File: config.mk
export PLATFORM = sky130hd
export DESIGN_NAME = hazard_match_tracker
export DESIGN_NICKNAME = d
export VERILOG_FILES = /design/src/rtl/hazard_match_tracker.sv
export SDC_FILE = /design/constraint.sdc
export NUM_CORES = 1
export LEC_CHECK = 0
export BUFFER_PORTS_ARGS = -buffer_cell sky130_fd_sc_hd__buf_2
export CAP_MARGIN = 20
export CORE_MARGIN = 4
export CORE_UTILIZATION = 40
export DETAILED_ROUTE_END_ITERATION = 6
export GPL_TIMING_DRIVEN = 0
export PLACE_DENSITY = 0.62
export SYNTH_ARGS = -nofsm -noshare
export SYNTH_HDL_FRONTEND = slang
export SYNTH_SLANG_ARGS = --single-unit
File: constraint.sdc
create_clock -name clk -period 1.47 [get_ports clk]
set_clock_uncertainty 0.15 [all_clocks]
set_input_delay 0.294 -clock clk [delete_from_list [all_inputs] [get_ports clk]]
set_output_delay 0.294 -clock clk [all_outputs]
set_load 0.02 [all_outputs]
File: src/rtl/hazard_match_tracker.sv
// hazard_match_tracker: pipelines register addresses and control bits D->E->M->W
// and produces the comparison vector and pending-PC-write flag the hazard unit needs.
//
// Ports
//   clk, reset          rising-edge clock; asynchronous active-high reset
//   RA1D, RA2D, WA3D    decode-stage source 1, source 2 and destination registers
//   RegWriteD           decode instruction writes the register file
//   MemtoRegD           decode instruction is a load
//   PCSrcD              decode instruction writes the PC in writeback
//   CondExE             condition check passed for the instruction in E
//   flushE              bubble the D->E register on this edge
//   match[4:0]          {Dsrc==WA3E, RA1E==WA3M, RA2E==WA3M, RA1E==WA3W, RA2E==WA3W}
//   MemtoRegE           E-stage load flag
//   RegWriteM/W         effective register write in M / W
//   PCSrcW              effective PC write in W
//   PCWrPendingF        a PC-writing instruction is in D, E or M
module hazard_match_tracker #(
  parameter int unsigned ADDR_W  = 4,
  parameter int unsigned PC_REG  = 15,
  parameter int unsigned PC_EXCL = 1
) (
  input  logic              clk,
  input  logic              reset,
  input  logic [ADDR_W-1:0] RA1D,
  input  logic [ADDR_W-1:0] RA2D,
  input  logic [ADDR_W-1:0] WA3D,
  input  logic              RegWriteD,
  input  logic              MemtoRegD,
  input  logic              PCSrcD,
  input  logic              CondExE,
  input  logic              flushE,
  output logic [4:0]        match,
  output logic              MemtoRegE,
  output logic              RegWriteM,
  output logic              RegWriteW,
  output logic              PCSrcW,
  output logic              PCWrPendingF
);

  localparam logic [ADDR_W-1:0] PC_ADDR    = ADDR_W'(PC_REG);
  localparam logic              PC_EXCL_EN = (PC_EXCL != 0);

  logic [ADDR_W-1:0] ra1_e, ra2_e, wa3_e;
  logic [ADDR_W-1:0] wa3_m, wa3_w;
  logic              regwrite_e, pcsrc_e, pcsrc_m;

  // Stage registers; flushE zeroes E control only, conditional execution gates E->M.
  always_ff @(posedge clk or posedge reset) begin
    if (reset) begin
      ra1_e      <= '0;
      ra2_e      <= '0;
      wa3_e      <= '0;
      regwrite_e <= 1'b0;
      MemtoRegE  <= 1'b0;
      pcsrc_e    <= 1'b0;
      wa3_m      <= '0;
      RegWriteM  <= 1'b0;
      pcsrc_m    <= 1'b0;
      wa3_w      <= '0;
      RegWriteW  <= 1'b0;
      PCSrcW     <= 1'b0;
    end else begin
      ra1_e      <= RA1D;
      ra2_e      <= RA2D;
      wa3_e      <= WA3D;
      regwrite_e <= RegWriteD & ~flushE;
      MemtoRegE  <= MemtoRegD & ~flushE;
      pcsrc_e    <= PCSrcD & ~flushE;
      wa3_m      <= wa3_e;
      RegWriteM  <= regwrite_e & CondExE;
      pcsrc_m    <= pcsrc_e & CondExE;
      wa3_w      <= wa3_m;
      RegWriteW  <= RegWriteM;
      PCSrcW     <= pcsrc_m;
    end
  end

  // A source naming the PC reads PC+8 rather than a forwarded value, so it never matches.
  function automatic logic hit(input logic [ADDR_W-1:0] src, input logic [ADDR_W-1:0] dst);
    return (src == dst) && !(PC_EXCL_EN && (src == PC_ADDR));
  endfunction

  // Comparisons and pending-PC flag are combinational from current stage state.
  always_comb begin
    match        = '0;
    PCWrPendingF = 1'b0;
    match[4]     = hit(RA1D, wa3_e) | hit(RA2D, wa3_e);
    match[3]     = hit(ra1_e, wa3_m);
    match[2]     = hit(ra2_e, wa3_m);
    match[1]     = hit(ra1_e, wa3_w);
    match[0]     = hit(ra2_e, wa3_w);
    PCWrPendingF = PCSrcD | pcsrc_e | pcsrc_m;
  end

endmodule

==> impl_metrics.tcl <==
set metrics [dict create \
    synth_seq_cells 27 \
    switching_share_pct 24.9 \
    port_buffers 28 \
    postRouteAntennaNets 0 \
    maxClockFrequency_mhz 558 \
    tightest_slew_ps 186 \
    place.gp.congestion 0.774 \
    sequentialPowerShare_pct 60.8 \
    rr_endpoint "wa3_m[1]$_DFF_PP0_" \
    seqCellArea_um2 683 \
    rsz0062_at_grt "true" \
    worstHoldStart "CondExE" \
    core-area_um2 2500 \
    setup_violations 6 \
    maxSlewViolCount 0 \
    timing.critical_path.required_ps 1030 \
    syn_nets 98 \
    clock_latency_ps 320 \
    yosysWarnings 0 \
    ctsHtreeMaxLevel 1 \
    drive_gt1_share_pct 38.9 \
    min_period_over_period_pct 122 \
    die_x_um 59.3 \
    cp.arrival_ps 1350 \
    worstPathMaxFanout 4 \
    clkPwrFrac_pct 22.5 \
    antennaDiodeCount 0 \
    p_int_mw 1.01 \
    nNetsFinal 151 \
    holdWs_ps 36.3 \
    relSlewSlack_pct 87.6 \
    hold_viol 0 \
    drc 0 \
    dieArea_um2 3510 \
    fin_cells 161 \
    grtUsageTotal_pct 12.8 \
    hold_end "RegWriteM$_DFF_PP0_" \
    io_pins 29 \
    worst_ir_drop_vdd_mv 0.762 \
    setup_slack_ps -323 \
    dr.pass1.iters 4 \
    antenna_found_initial 0 \
    cap_violations 0 \
    p_sw_mw 0.336 \
    synth_area_per_cell_um2 13.3 \
    drt_iter0_drc 15 \
    cts_tree "done" \
    fin_util_pct 60.9 \
    r2r_slack_ps 620 \
    ys_types 13 \
    syn_inst 79 \
    p_comb_share_pct 16.7 \
    wire_per_inst_um 11.9 \
    grt_pass1_wl_um 3300 \
    start_util_pct 42.0 \
    first_global_vias 743 \
    startpoint_type "flop" \
    grt_overflow_total 0 \
    num_vias 742 \
    via_per_inst 4.61 \
    wl_um 1920 \
    dp.cells 137 \
    grt_max_degree 28 \
    worstReg2RegStart "wa3_e[1]$_DFF_PP0_" \
    hold_class "in -> reg" \
    p_leak_nw 0.687 \
    clock_tree.root_cell "clkbuf_4" \
    violations "negative setup slack" \
    multiInputGateArea_um2 394 \
    total_power_mw 1.35 \
    std_cell_rows 18 \
    num-fill-cells 215 \
    hold_depth 2 \
    area_delta_synth_final_pct 44.8 \
    ys_seq_area_share_pct 64.3 \
    numCtsBuffers 3 \
    dieHeight_um 59.3 \
    syn_area_um2 1050 \
    clock_sinks 27 \
    period_needed_ps 1790 \
    status "finished with violations" \
    cp-end-kind "output port" \
    path_clk_slew_ps 130 \
    powerDensity_nw_per_um2 886 \
    fin_setup_tns_ps -1660 \
    worstSetupPathType "reg -> out" \
    ff2ff_path_depth 1 \
    clockBufferDepth 2 \
]
-- worst max-delay path by stage --
stage	start	to	slack, ps	cells past startpoint
floorplan	wa3_e[3]$_DFF_PP0_	match[4]	8	3
global placement	wa3_m[1]$_DFF_PP0_	match[2]	-30	4
detailed placement	wa3_m[1]$_DFF_PP0_	match[2]	-50	4
CTS	wa3_e[1]$_DFF_PP0_	match[4]	-370	4
global route	wa3_e[2]$_DFF_PP0_	match[4]	-410	4
finish	wa3_e[3]$_DFF_PP0_	match[4]	-320	4
-- logic make-up (layout without fill, tap and decap cells) --
kind of cell,count (synthesis),after routing,share of synthesized area [%]
flip-flops,27,27,64.3
AND/OR/NAND/NOR,26,26,15.5
XOR/XNOR,22,22,18.3
AO/OA/AOI/OAI,3,3,1.55
buffers and inverters,1,53,0.357
-- power by group through the flow --
stage | logic (mW) | clock network, mW | registers, mW
final | 0.224 | 0.304 | 0.819
after global routing | 0.247 | 0.358 | 0.827
after CTS | 0.209 | 0.322 | 0.817
after detailed placement | 0.165 | 0 | 0.831
after global placement | 0.160 | 0 | 0.830
after floorplan | 0.103 | 0 | 0.829
-- metal layers --
layer  share of wire (%)  vias to the layer above  GRT usage (%)
met1                  41                      349           17.0
met3                 4.3                        5           1.96
met4                 2.3                        0           6.80
li1                    -                      370              -
met5                   0                        -              0
met2                  52                       18           20.1
-- Yosys cell counts --
| cell | instances | share of area [%] |
|---|---|---|
| a21oi_1 | 2 | 0.95 |
| dfrtp_1 | 27 | 64 |
| xnor2_1 | 14 | 12 |
| o22ai_1 | 1 | 0.60 |
| nor2b_1 | 3 | 1.8 |
| nand4_1 | 4 | 2.4 |
| xor2_1 | 8 | 6.7 |
| nor3_2 | 4 | 3.8 |
| and2_1 | 4 | 2.4 |
| or3_1 | 1 | 0.60 |
| inv_1 | 1 | 0.36 |
| nor2_1 | 2 | 0.71 |
| nand3_1 | 8 | 3.8 |
-- state kept, by name, summed over array words and instances, names as in the netlist --
signal and cells:
pcsrc_e 1, MemtoRegE 1, wa3_e 4, wa3_w 4
ra1_e 4, regwrite_e 1, PCSrcW 1, ra2_e 4
RegWriteW 1, RegWriteM 1, pcsrc_m 1, wa3_m 4
-- cells in the final DEF (no fill, tap or decap) --
cell / synthesis / routed
xor2_1: 8 / 6
nand3_1: 8 / 8
buf_2: 0 / 22
dfrtp_1: 27 / 21
dlygate4sd3_1: 0 / 14
o22ai_1: 1 / 1
and2_1: 4 / 4
inv_1: 1 / 1
a21oi_1: 2 / 2
nand4_1: 4 / 4
or3_1: 1 / 1
dfrtp_2: 0 / 6
xnor2_2: 0 / 1
xnor2_1: 14 / 13
clkbuf_4: 0 / 3
buf_6: 0 / 4
nor2_1: 2 / 2
buf_4: 0 / 7
nor2b_1: 3 / 3
xor2_2: 0 / 2
buf_16: 0 / 1
nor3_2: 4 / 4
clkinv_2: 0 / 1
-- stage by stage --
| stage | worst slack (ps) | cell area, µm² |
|---|---|---|
| floorplan | 7.80 | 1050 |
| global placement | -25.1 | 1230 |
| detailed placement | -53.4 | 1230 |
| CTS | -366 | 1450 |
| global route | -410 | 1520 |
| finish | -323 | 1520 |
-- layout make-up --
cell class              instances  share of cell area [%]
clock inverters                 1                   0.329
clock buffers                   3                    1.48
multi-input cells              51                    25.9
well taps                      30                    2.47
flip-flops and latches         27                    44.9
inverters                       1                   0.247
repair buffers                 48                    24.7
-- worst max-delay path: stages, from the launching register on --
cell,delay [ps]
dfrtp_2,460
xnor2_1,140
nand3_1,100
o22ai_1,170
buf_4,160
-- timing repair --
item                                    in CTS  in global routing
gates resized for setup                     13                  6
hold buffers                                12                  2
pin swaps                                   21                  3
setup buffers                                4                  1
endpoints found under the setup margin       6                  6
endpoints found under the hold margin       15                 28
Power figures use the tool's default switching activity.
